==> src/rtl/mc_pkg.sv <==
// Shared types and encodings for the multicycle controller.
// States, opcode classes, ALU command fields and ALU control codes.
package mc_pkg;

    typedef enum logic [3:0] {
        S_FETCH    = 4'd0,
        S_DECODE   = 4'd1,
        S_MEMADR   = 4'd2,
        S_MEMREAD  = 4'd3,
        S_MEMWB    = 4'd4,
        S_MEMWRITE = 4'd5,
        S_EXECR    = 4'd6,
        S_EXECI    = 4'd7,
        S_ALUWB    = 4'd8,
        S_BRANCH   = 4'd9
    } state_t;

    localparam logic [1:0] OP_DP  = 2'b00;
    localparam logic [1:0] OP_MEM = 2'b01;
    localparam logic [1:0] OP_BR  = 2'b10;
    localparam logic [1:0] OP_BAD = 2'b11;

    localparam logic [3:0] CMD_AND = 4'b0000;
    localparam logic [3:0] CMD_EOR = 4'b0001;
    localparam logic [3:0] CMD_SUB = 4'b0010;
    localparam logic [3:0] CMD_ADD = 4'b0100;
    localparam logic [3:0] CMD_TST = 4'b1000;
    localparam logic [3:0] CMD_CMP = 4'b1010;
    localparam logic [3:0] CMD_ORR = 4'b1100;

    localparam logic [2:0] ALU_ADD = 3'd0;
    localparam logic [2:0] ALU_SUB = 3'd1;
    localparam logic [2:0] ALU_AND = 3'd2;
    localparam logic [2:0] ALU_ORR = 3'd3;
    localparam logic [2:0] ALU_EOR = 3'd4;

endpackage

==> src/rtl/multicycle_controller_alu_decoder.sv <==
// Combinational ALU command decode: control code, flag writes,
// flag-only marker and illegal-instruction detection.
module alu_decoder
    import mc_pkg::*;
#(
    parameter int ALU_W = 2
) (
    input  logic [1:0]       i_op,
    input  logic [5:0]       i_funct,
    output logic [ALU_W-1:0] o_alu_control,
    output logic [1:0]       o_flag_w,
    output logic             o_no_write,
    output logic             o_illegal
);

    logic [2:0] w_alu;
    logic       w_known;
    logic       w_arith;
    logic       w_fs;

    always_comb begin
        w_alu      = ALU_ADD;
        w_known    = 1'b1;
        w_arith    = 1'b0;
        o_no_write = 1'b0;
        case (i_funct[4:1])
            CMD_ADD: begin
                w_alu   = ALU_ADD;
                w_arith = 1'b1;
            end
            CMD_SUB: begin
                w_alu   = ALU_SUB;
                w_arith = 1'b1;
            end
            CMD_AND: w_alu = ALU_AND;
            CMD_ORR: w_alu = ALU_ORR;
            CMD_CMP: begin
                w_alu      = ALU_SUB;
                w_arith    = 1'b1;
                o_no_write = 1'b1;
            end
            CMD_TST: begin
                w_alu      = ALU_AND;
                o_no_write = 1'b1;
            end
            CMD_EOR: begin
                // Narrow ALUs have no XOR path, so EOR is undecodable
                if (ALU_W >= 3) w_alu = ALU_EOR;
                else            w_known = 1'b0;
            end
            default: w_known = 1'b0;
        endcase
        w_fs      = i_funct[0] | o_no_write;
        o_flag_w  = {w_fs, w_fs & w_arith};
        o_illegal = (i_op == OP_BAD)
                  | ((i_op == OP_DP) & ~w_known);
    end

    assign o_alu_control = w_alu[ALU_W-1:0];

endmodule

==> src/rtl/multicycle_controller.sv <==
// Multicycle instruction controller: registered FSM sequencing
// fetch/decode/execute/memory/writeback with a memory ready stall.
module multicycle_controller
    import mc_pkg::*;
#(
    parameter int ALU_W   = 2,
    parameter int STATE_W = 4
) (
    input  logic               clk,
    input  logic               rst_n,
    input  logic [1:0]         op,
    input  logic [5:0]         funct,
    input  logic [3:0]         rd,
    input  logic               cond_ex,
    input  logic               mem_ready,
    output logic               pc_write,
    output logic               ir_write,
    output logic               adr_src,
    output logic [1:0]         alu_src_a,
    output logic [1:0]         alu_src_b,
    output logic [1:0]         result_src,
    output logic [1:0]         imm_src,
    output logic [1:0]         reg_src,
    output logic               reg_w,
    output logic               mem_w,
    output logic               mem_req,
    output logic [ALU_W-1:0]   alu_control,
    output logic [1:0]         flag_w,
    output logic               illegal,
    output logic [STATE_W-1:0] state_o
);

    state_t     r_state;
    logic [1:0] r_op;
    logic [5:0] r_funct;
    logic [3:0] r_rd;
    logic       r_cond;

    logic             w_dec;
    logic [1:0]       w_op;
    logic [5:0]       w_funct;
    logic [ALU_W-1:0] w_alu;
    logic [1:0]       w_flag;
    logic             w_nowr;
    logic             w_ill;
    logic             w_rd_pc;

    // DECODE judges the live instruction; later states use the latched copy
    assign w_dec   = (r_state == S_DECODE);
    assign w_op    = w_dec ? op : r_op;
    assign w_funct = w_dec ? funct : r_funct;
    assign w_rd_pc = (r_rd == 4'd15);

    alu_decoder #(
        .ALU_W(ALU_W)
    ) u_alu_dec (
        .i_op          (w_op),
        .i_funct       (w_funct),
        .o_alu_control (w_alu),
        .o_flag_w      (w_flag),
        .o_no_write    (w_nowr),
        .o_illegal     (w_ill)
    );

    always_ff @(posedge clk or negedge rst_n) begin
        if (!rst_n) begin
            r_state <= S_FETCH;
            r_op    <= '0;
            r_funct <= '0;
            r_rd    <= '0;
            r_cond  <= 1'b0;
        end else begin
            case (r_state)
                S_FETCH: begin
                    if (mem_ready) r_state <= S_DECODE;
                end
                S_DECODE: begin
                    r_op    <= op;
                    r_funct <= funct;
                    r_rd    <= rd;
                    r_cond  <= cond_ex;
                    if (w_ill)              r_state <= S_FETCH;
                    else if (op == OP_MEM)  r_state <= S_MEMADR;
                    else if (op == OP_BR)   r_state <= S_BRANCH;
                    else if (funct[5])      r_state <= S_EXECI;
                    else                    r_state <= S_EXECR;
                end
                S_MEMADR: begin
                    r_state <= r_funct[0] ? S_MEMREAD : S_MEMWRITE;
                end
                S_MEMREAD: begin
                    if (mem_ready) r_state <= S_MEMWB;
                end
                S_MEMWRITE: begin
                    if (!r_cond || mem_ready) r_state <= S_FETCH;
                end
                S_EXECR, S_EXECI: begin
                    r_state <= w_nowr ? S_FETCH : S_ALUWB;
                end
                default: r_state <= S_FETCH;
            endcase
        end
    end

    always_comb begin
        pc_write    = 1'b0;
        ir_write    = 1'b0;
        adr_src     = 1'b0;
        alu_src_a   = 2'b00;
        alu_src_b   = 2'b00;
        result_src  = 2'b00;
        imm_src     = 2'b00;
        reg_src     = 2'b00;
        reg_w       = 1'b0;
        mem_w       = 1'b0;
        mem_req     = 1'b0;
        alu_control = ALU_W'(ALU_ADD);
        flag_w      = 2'b00;
        illegal     = 1'b0;
        case (r_state)
            S_FETCH: begin
                mem_req    = 1'b1;
                alu_src_a  = 2'b01;
                alu_src_b  = 2'b10;
                result_src = 2'b10;
                ir_write   = mem_ready;
                pc_write   = mem_ready;
            end
            S_DECODE: begin
                alu_src_a = 2'b01;
                alu_src_b = 2'b10;
                illegal   = w_ill;
            end
            S_MEMADR: begin
                alu_src_b = 2'b01;
                imm_src   = 2'b01;
            end
            S_MEMREAD: begin
                mem_req = 1'b1;
                adr_src = 1'b1;
            end
            S_MEMWB: begin
                result_src = 2'b01;
                reg_w      = r_cond & ~w_rd_pc;
                pc_write   = r_cond & w_rd_pc;
            end
            S_MEMWRITE: begin
                adr_src = 1'b1;
                reg_src = 2'b10;
                mem_req = r_cond;
                mem_w   = r_cond;
            end
            S_EXECR, S_EXECI: begin
                alu_src_b   = (r_state == S_EXECI) ? 2'b01 : 2'b00;
                alu_control = w_alu;
                flag_w      = w_flag & {2{r_cond}};
            end
            S_ALUWB: begin
                reg_w    = r_cond & ~w_rd_pc;
                pc_write = r_cond & w_rd_pc;
            end
            S_BRANCH: begin
                alu_src_b  = 2'b01;
                imm_src    = 2'b10;
                result_src = 2'b10;
                pc_write   = r_cond;
            end
            default: ;
        endcase
        // Enables must be quiet for the whole reset window, not just after it
        if (!rst_n) begin
            pc_write = 1'b0;
            ir_write = 1'b0;
            reg_w    = 1'b0;
            mem_w    = 1'b0;
            mem_req  = 1'b0;
            illegal  = 1'b0;
        end
    end

    assign state_o = STATE_W'(r_state);

endmodule

==> config.mk <==
export PLATFORM = sky130hd
export DESIGN_NAME = multicycle_controller
export DESIGN_NICKNAME = d
export VERILOG_FILES = /design/src/rtl/mc_pkg.sv /design/src/rtl/multicycle_controller_alu_decoder.sv /design/src/rtl/multicycle_controller.sv
export SDC_FILE = /design/constraint.sdc
export NUM_CORES = 1
export LEC_CHECK = 0
export BUFFER_PORTS_ARGS = -buffer_cell sky130_fd_sc_hd__buf_4
export CAP_MARGIN = 20
export CELL_PAD_IN_SITES_DETAIL_PLACEMENT = 1
export CELL_PAD_IN_SITES_GLOBAL_PLACEMENT = 1
export CORE_MARGIN = 2
export CORE_UTILIZATION = 41
export DETAILED_ROUTE_END_ITERATION = 7
export PLACE_DENSITY_LB_ADDON = 0.1
export SLEW_MARGIN = 0
export SYNTH_ARGS = -nofsm -noshare
export SYNTH_HDL_FRONTEND = slang
export SYNTH_HIERARCHICAL = 1
export SYNTH_SLANG_ARGS = --single-unit
==> constraint.sdc <==
create_clock -name clk -period 6.8 [get_ports clk]
set_input_delay 1.36 -clock clk [delete_from_list [all_inputs] [get_ports clk]]
set_output_delay 1.36 -clock clk [all_outputs]
set_load 0.05 [all_outputs]
==> results of run 1 <==
## power breakdown
part / switching, mW / internal [mW]
Sequential: 0.0702 / 0.141
Clock: 0.0292 / 0.0326
Combinational: 0.311 / 0.236
Total: 0.411 / 0.409
## area by class of cell
cell class / instances / area [um2] / area share (%)
Multi-Input combinational cell: 92 / 744 / 48.6
Sequential cell: 16 / 400 / 26.1
Timing Repair Buffer: 39 / 297 / 19.4
Tap cell: 31 / 38.8 / 2.53
Clock buffer: 4 / 36.3 / 2.37
Inverter: 4 / 15.0 / 0.980
## state kept, by name (all words and copies together) (netlist names)
register,cells
r_funct,5
state_o,4
r_rd,4
r_cond,1
r_op,2
## worst min path at each step
| stage | start | to | slack, ns | cells past startpoint |
|---|---|---|---|---|
| after global routing | r_op[1] | r_op[1] | 0.54 | 1 |
| after floorplan | r_rd[0] | r_rd[0] | 0.47 | 1 |
| final | r_op[1] | r_op[1] | 0.51 | 1 |
| after detailed placement | r_op[1] | r_op[1] | 0.49 | 1 |
| after global placement | r_rd[3] | r_rd[3] | 0.48 | 1 |
| after CTS | r_op[1] | r_op[1] | 0.52 | 1 |
## per-layer routing
metal | vias up | track usage, %
met3 | 2 | 4.37
met5 | - | 0
met2 | 28 | 31.0
met4 | 0 | 6.82
li1 | 509 | -
met1 | 503 | 24.4
## critical path: cells and delay by family, from the launching register on
kind	cells	cell delay, ns
mux	1	0.34
simple gates	4	0.91
buf+inv	2	0.43
flops	1	0.77
compound gates	1	0.12
## through the flow
stage               util (%)  cell area [um2]  std cells  setup WS (ns)
floorplan                  -             1250        124           2.46
detailed placement      52.5             1480        181           2.51
global placement        52.5             1480        181           2.60
global route            54.1             1530        186           2.40
CTS                     53.7             1520        185           2.15
finish                  54.1             1530        186           2.58
==> impl_metrics.yaml, run 1 <==
worst_setup_path:
  path_cells: "nor4b_4, buf_6, mux2_4, and2b_1, o2bb2ai_1, nor2b_4, and3_1, buf_4"
  path_class: "flop to output port"
  crit_slowest_cell: "dfrtp_1"
  reg2reg_to: "state_o[0]"
  crit_fanout: 22
  worstReg2RegStart: "state_o[0]"
  reg2reg_depth: 9
  ff2ff_setup_slack_ns: 3.74
  critPathLaunchType: "flop"
  slowest_delay_ns: 0.77
  critPathCapture: "flag_w[0]"
  startpoint: "state_o[0]"
  critical_path_required_ns: 5.44
  worst-endpoint-arrival_ns: 2.86
  crit_path_end_kind: "output port"
routing:
  drt-total-wl_um: 2960
  route.met2.wl_um: 1420
  drc_errors: 0
  wl_met3_um: 116
  vias_per_cell: 5.60
  top_layer_used: "met4"
  ant_nets: 0
  wl_per_cell_um: 15.9
  m1WireLength_um: 1400
  vias: 1042
  drtIter0Drc: 22
  drt_pass1_iterations: 4
sta:
  fin_tns_setup_ns: 0
  slew_headroom_pct: 48.4
  finalCriticalPeriod_ns: 4.22
  worstMarginPinSlew_ns: 0.775
  fmax_mhz: 237
  setup_violations: 0
  hold_viol: 0
  drv_slew: 0
  rsz0062_at_grt: "false"
  fin_crit_sh_pct: 62.1
  holdWs_ns: 0.513
  skew_ns: 0.00166
global_route:
  antenna_found_initial: 0
  grt_start_max_net_pins: 23
  groute.usage.overall_pct: 18.9
  grt_overflow: 0
  grt_pass1_vias: 1077
  grt_pass1_wl_um: 5040
die:
  core_area_um2: 2830
  fp-row-count: 19
  die_y_um: 59.1
  die_w_um: 59.1
  start_util_pct: 43.9
  dieArea_um2: 3490
  io-pin-count: 41
cts:
  path_clk_slew_ns: 0.09
  holdBufCountCts: 0
  cts_setup_buffers: 0
  clock_latency_ns: 0.28
  cts_resized: 0
  cts_tree: "built"
  clk_path_buf_depth: 2
  clockRootBuffer: "clkbuf_4"
  cts.sinks: 16
  cts_max_level: 1
  cts-buffers-inserted: 3
yosys:
  synthCells: 123
  synth_warnings: 6
  synth.avg_cell_area_um2: 10.1
  syn_area_um2: 1240
placement:
  port_buffers: 38
  hpwl_um: 2200
  gp_congestion: 0.835
final_layout:
  nFillCells: 326
  antenna_cells: 0
  drive_above_1_share_pct: 40.0
  layout_common_cells: "38 x buf_4, 16 x dfrtp_1, 8 x mux2_4, 7 x and3_1"
  final_common_cell: "buf_4"
  area_growth_pct: 23.3
  nNetsFinal: 175
flow_run:
  max_cap_viol_count: 0
min_path:
  hold_class: "flop to flop"
status:
  status: "finished, final reports clean"
power_and_ir_drop:
  finalPower_uw: 820
  power_leakage_nw: 0.739
  powerDensity_nw_per_um2: 535
  ir_drop_mv: 0.336
Power figures use the tool's default switching activity.
==> run 2: changes to the inputs <==
--- a/config.mk
+++ b/config.mk
@@ -10,7 +10,7 @@
 export CELL_PAD_IN_SITES_DETAIL_PLACEMENT = 1
 export CELL_PAD_IN_SITES_GLOBAL_PLACEMENT = 1
 export CORE_MARGIN = 2
-export CORE_UTILIZATION = 41
+export CORE_UTILIZATION = 38
 export DETAILED_ROUTE_END_ITERATION = 7
 export PLACE_DENSITY_LB_ADDON = 0.1
 export SLEW_MARGIN = 0
==> constraint.sdc (replaced) <==
create_clock -name clk -period 4.1 [get_ports clk]
set_input_delay 0.82 -clock clk [delete_from_list [all_inputs] [get_ports clk]]
set_output_delay 0.82 -clock clk [all_outputs]
set_load 0.05 [all_outputs]
==> run 2 against run 1 <==
Against the previous run:
- combinational power grew 83%
- clock skew up 0.0041 ns
- flip-flop and latch count is the same
- largest cell class unchanged
==> impl_metrics.yaml, run 2 (synthesis results as in run 1) <==
sta:
  hold_viol: 0
  holdWs_ns: 0.392
  setup_violations: 0
  finalCriticalPeriod_ns: 3.50
  fin_crit_sh_pct: 85.3
  rsz0062_at_grt: "false"
  fmax_mhz: 286
  skew_ns: 0.00574
  drv_slew: 0
  fin_tns_setup_ns: 0
final_layout:
  antenna_cells: 0
  largest_reg_flops: 5
  final_util_pct: 51.1
  final_common_cell: "buf_4"
  nNetsFinal: 179
  largest-register: "r_funct"
  fin_cells: 203
  drive_above_1_share_pct: 41.5
  area_growth_pct: 26.7
  layout_common_cells: "43 x buf_4, 16 x dfrtp_1, 8 x mux2_4, 7 x and3_1"
flow_run:
  max_cap_viol_count: 0
placement:
  dp.cells: 199
  gp_congestion: 0.714
  port_buffers: 38
  hpwl_um: 2310
cts:
  cts_tree: "built"
  cts-buffers-inserted: 3
  holdBufCountCts: 0
  clockRootBuffer: "clkbuf_4"
  path_clk_slew_ns: 0.10
  cts_setup_buffers: 0
  cts_resized: 0
  clock_latency_ns: 0.29
  cts.sinks: 16
  cts_max_level: 1
  clk_path_buf_depth: 2
die:
  io-pin-count: 41
  dieArea_um2: 3740
  die_y_um: 61.2
  start_util_pct: 40.4
  die_w_um: 61.2
  core_area_um2: 3080
  fp-row-count: 20
global_route:
  grt.busiest_layer: "met2"
  grt_start_max_net_pins: 23
  grt_pass1_wl_um: 5110
  grt_util_met3_pct: 3.36
  grt_pass1_vias: 1064
  antenna_found_initial: 0
  grt_overflow: 0
  use_met2_pct: 29.9
  grt_use_met1_pct: 24.4
  groute.usage.overall_pct: 18.4
routing:
  drc_errors: 0
  vias_per_cell: 5.20
  drtIter0Drc: 48
  vias: 1056
  wl_per_cell_um: 15.4
  drt_pass1_iterations: 4
  ant_nets: 0
  drt-total-wl_um: 3130
worst_setup_path:
  critical_path_required_ns: 3.28
  worst-path-buf-inv: 2
  path_cells: "nor4b_4, buf_4, mux2_4, and2b_1, o2bb2ai_1, nor2b_4, and3_1, buf_4"
  crit_path_end_kind: "output port"
  worst-endpoint-arrival_ns: 2.68
  slowest_delay_ns: 0.50
  critPathLaunchType: "flop"
  crit_top_cell: "buf_4"
  cpLargestDelayFamily: "simple AND/OR/NAND/NOR gates"
  crit_slowest_cell: "nor4b_4"
  crit_fanout: 10
  path_class: "flop to output port"
status:
  status: "finished, final reports clean"
min_path:
  hold_class: "input pin to async pin"
power_and_ir_drop:
  finalPower_mw: 1.39
  powerDensity_nw_per_um2: 883
  ir_drop_mv: 0.345
  power_leakage_nw: 0.758
-- run 2: metrics by stage --
| step | setup slack (ns) | instance area [um2] |
|---|---|---|
| floorplan | 0.525 | 1250 |
| global placement | 0.993 | 1540 |
| detailed placement | 0.908 | 1540 |
| CTS | 0.556 | 1570 |
| global route | 0.446 | 1570 |
| finish | 0.603 | 1570 |
-- run 2: final timing paths --
check	start	endpoint	slack [ns]	depth (start not counted)
worst max register to register	state_o[1]	state_o[0]	1.16	9
min in group clk	r_op[0]	r_op[0]	0.51	1
max in group asynchronous	rst_n	r_op[0]	3.49	1
worst min-delay path	rst_n	state_o[3]	0.39	1
worst min register to register	r_op[0]	r_op[0]	0.51	1
worst max-delay path	state_o[1]	flag_w[0]	0.60	8
-- run 2: final cells by class --
cell class	count	area, um2
clock buffer	4	36.3
fill	369	1500
inverter	4	15.0
multi-input combinational	92	744
sequential	16	400
tap	44	55.1
timing repair buffer	43	323
-- run 2: where the power goes --
part,switching [mW],internal [mW],total [mW]
clock network,0.0519,0.0541,0.106
logic,0.597,0.406,1.00
registers,0.0468,0.235,0.281
-- run 2: routing by layer --
layer / share of wire (%) / vias up / routed length [um]
li1: - / 515 / -
met1: 47 / 507 / 1490
met2: 47 / 27 / 1460
met3: 4.5 / 7 / 141
met4: 1.5 / 0 / 46
met5: 0 / - / 0
-- run 2: worst reg2reg max path: stages (launching register included) --
cell and delay, ns:
dfrtp_1 0.42, nor4b_4 0.50, buf_4 0.30, mux2_4 0.36, a21oi_1 0.18, nor3_1 0.07
a21o_1 0.19, o31a_1 0.29, a2111oi_0 0.38, mux2_1 0.19
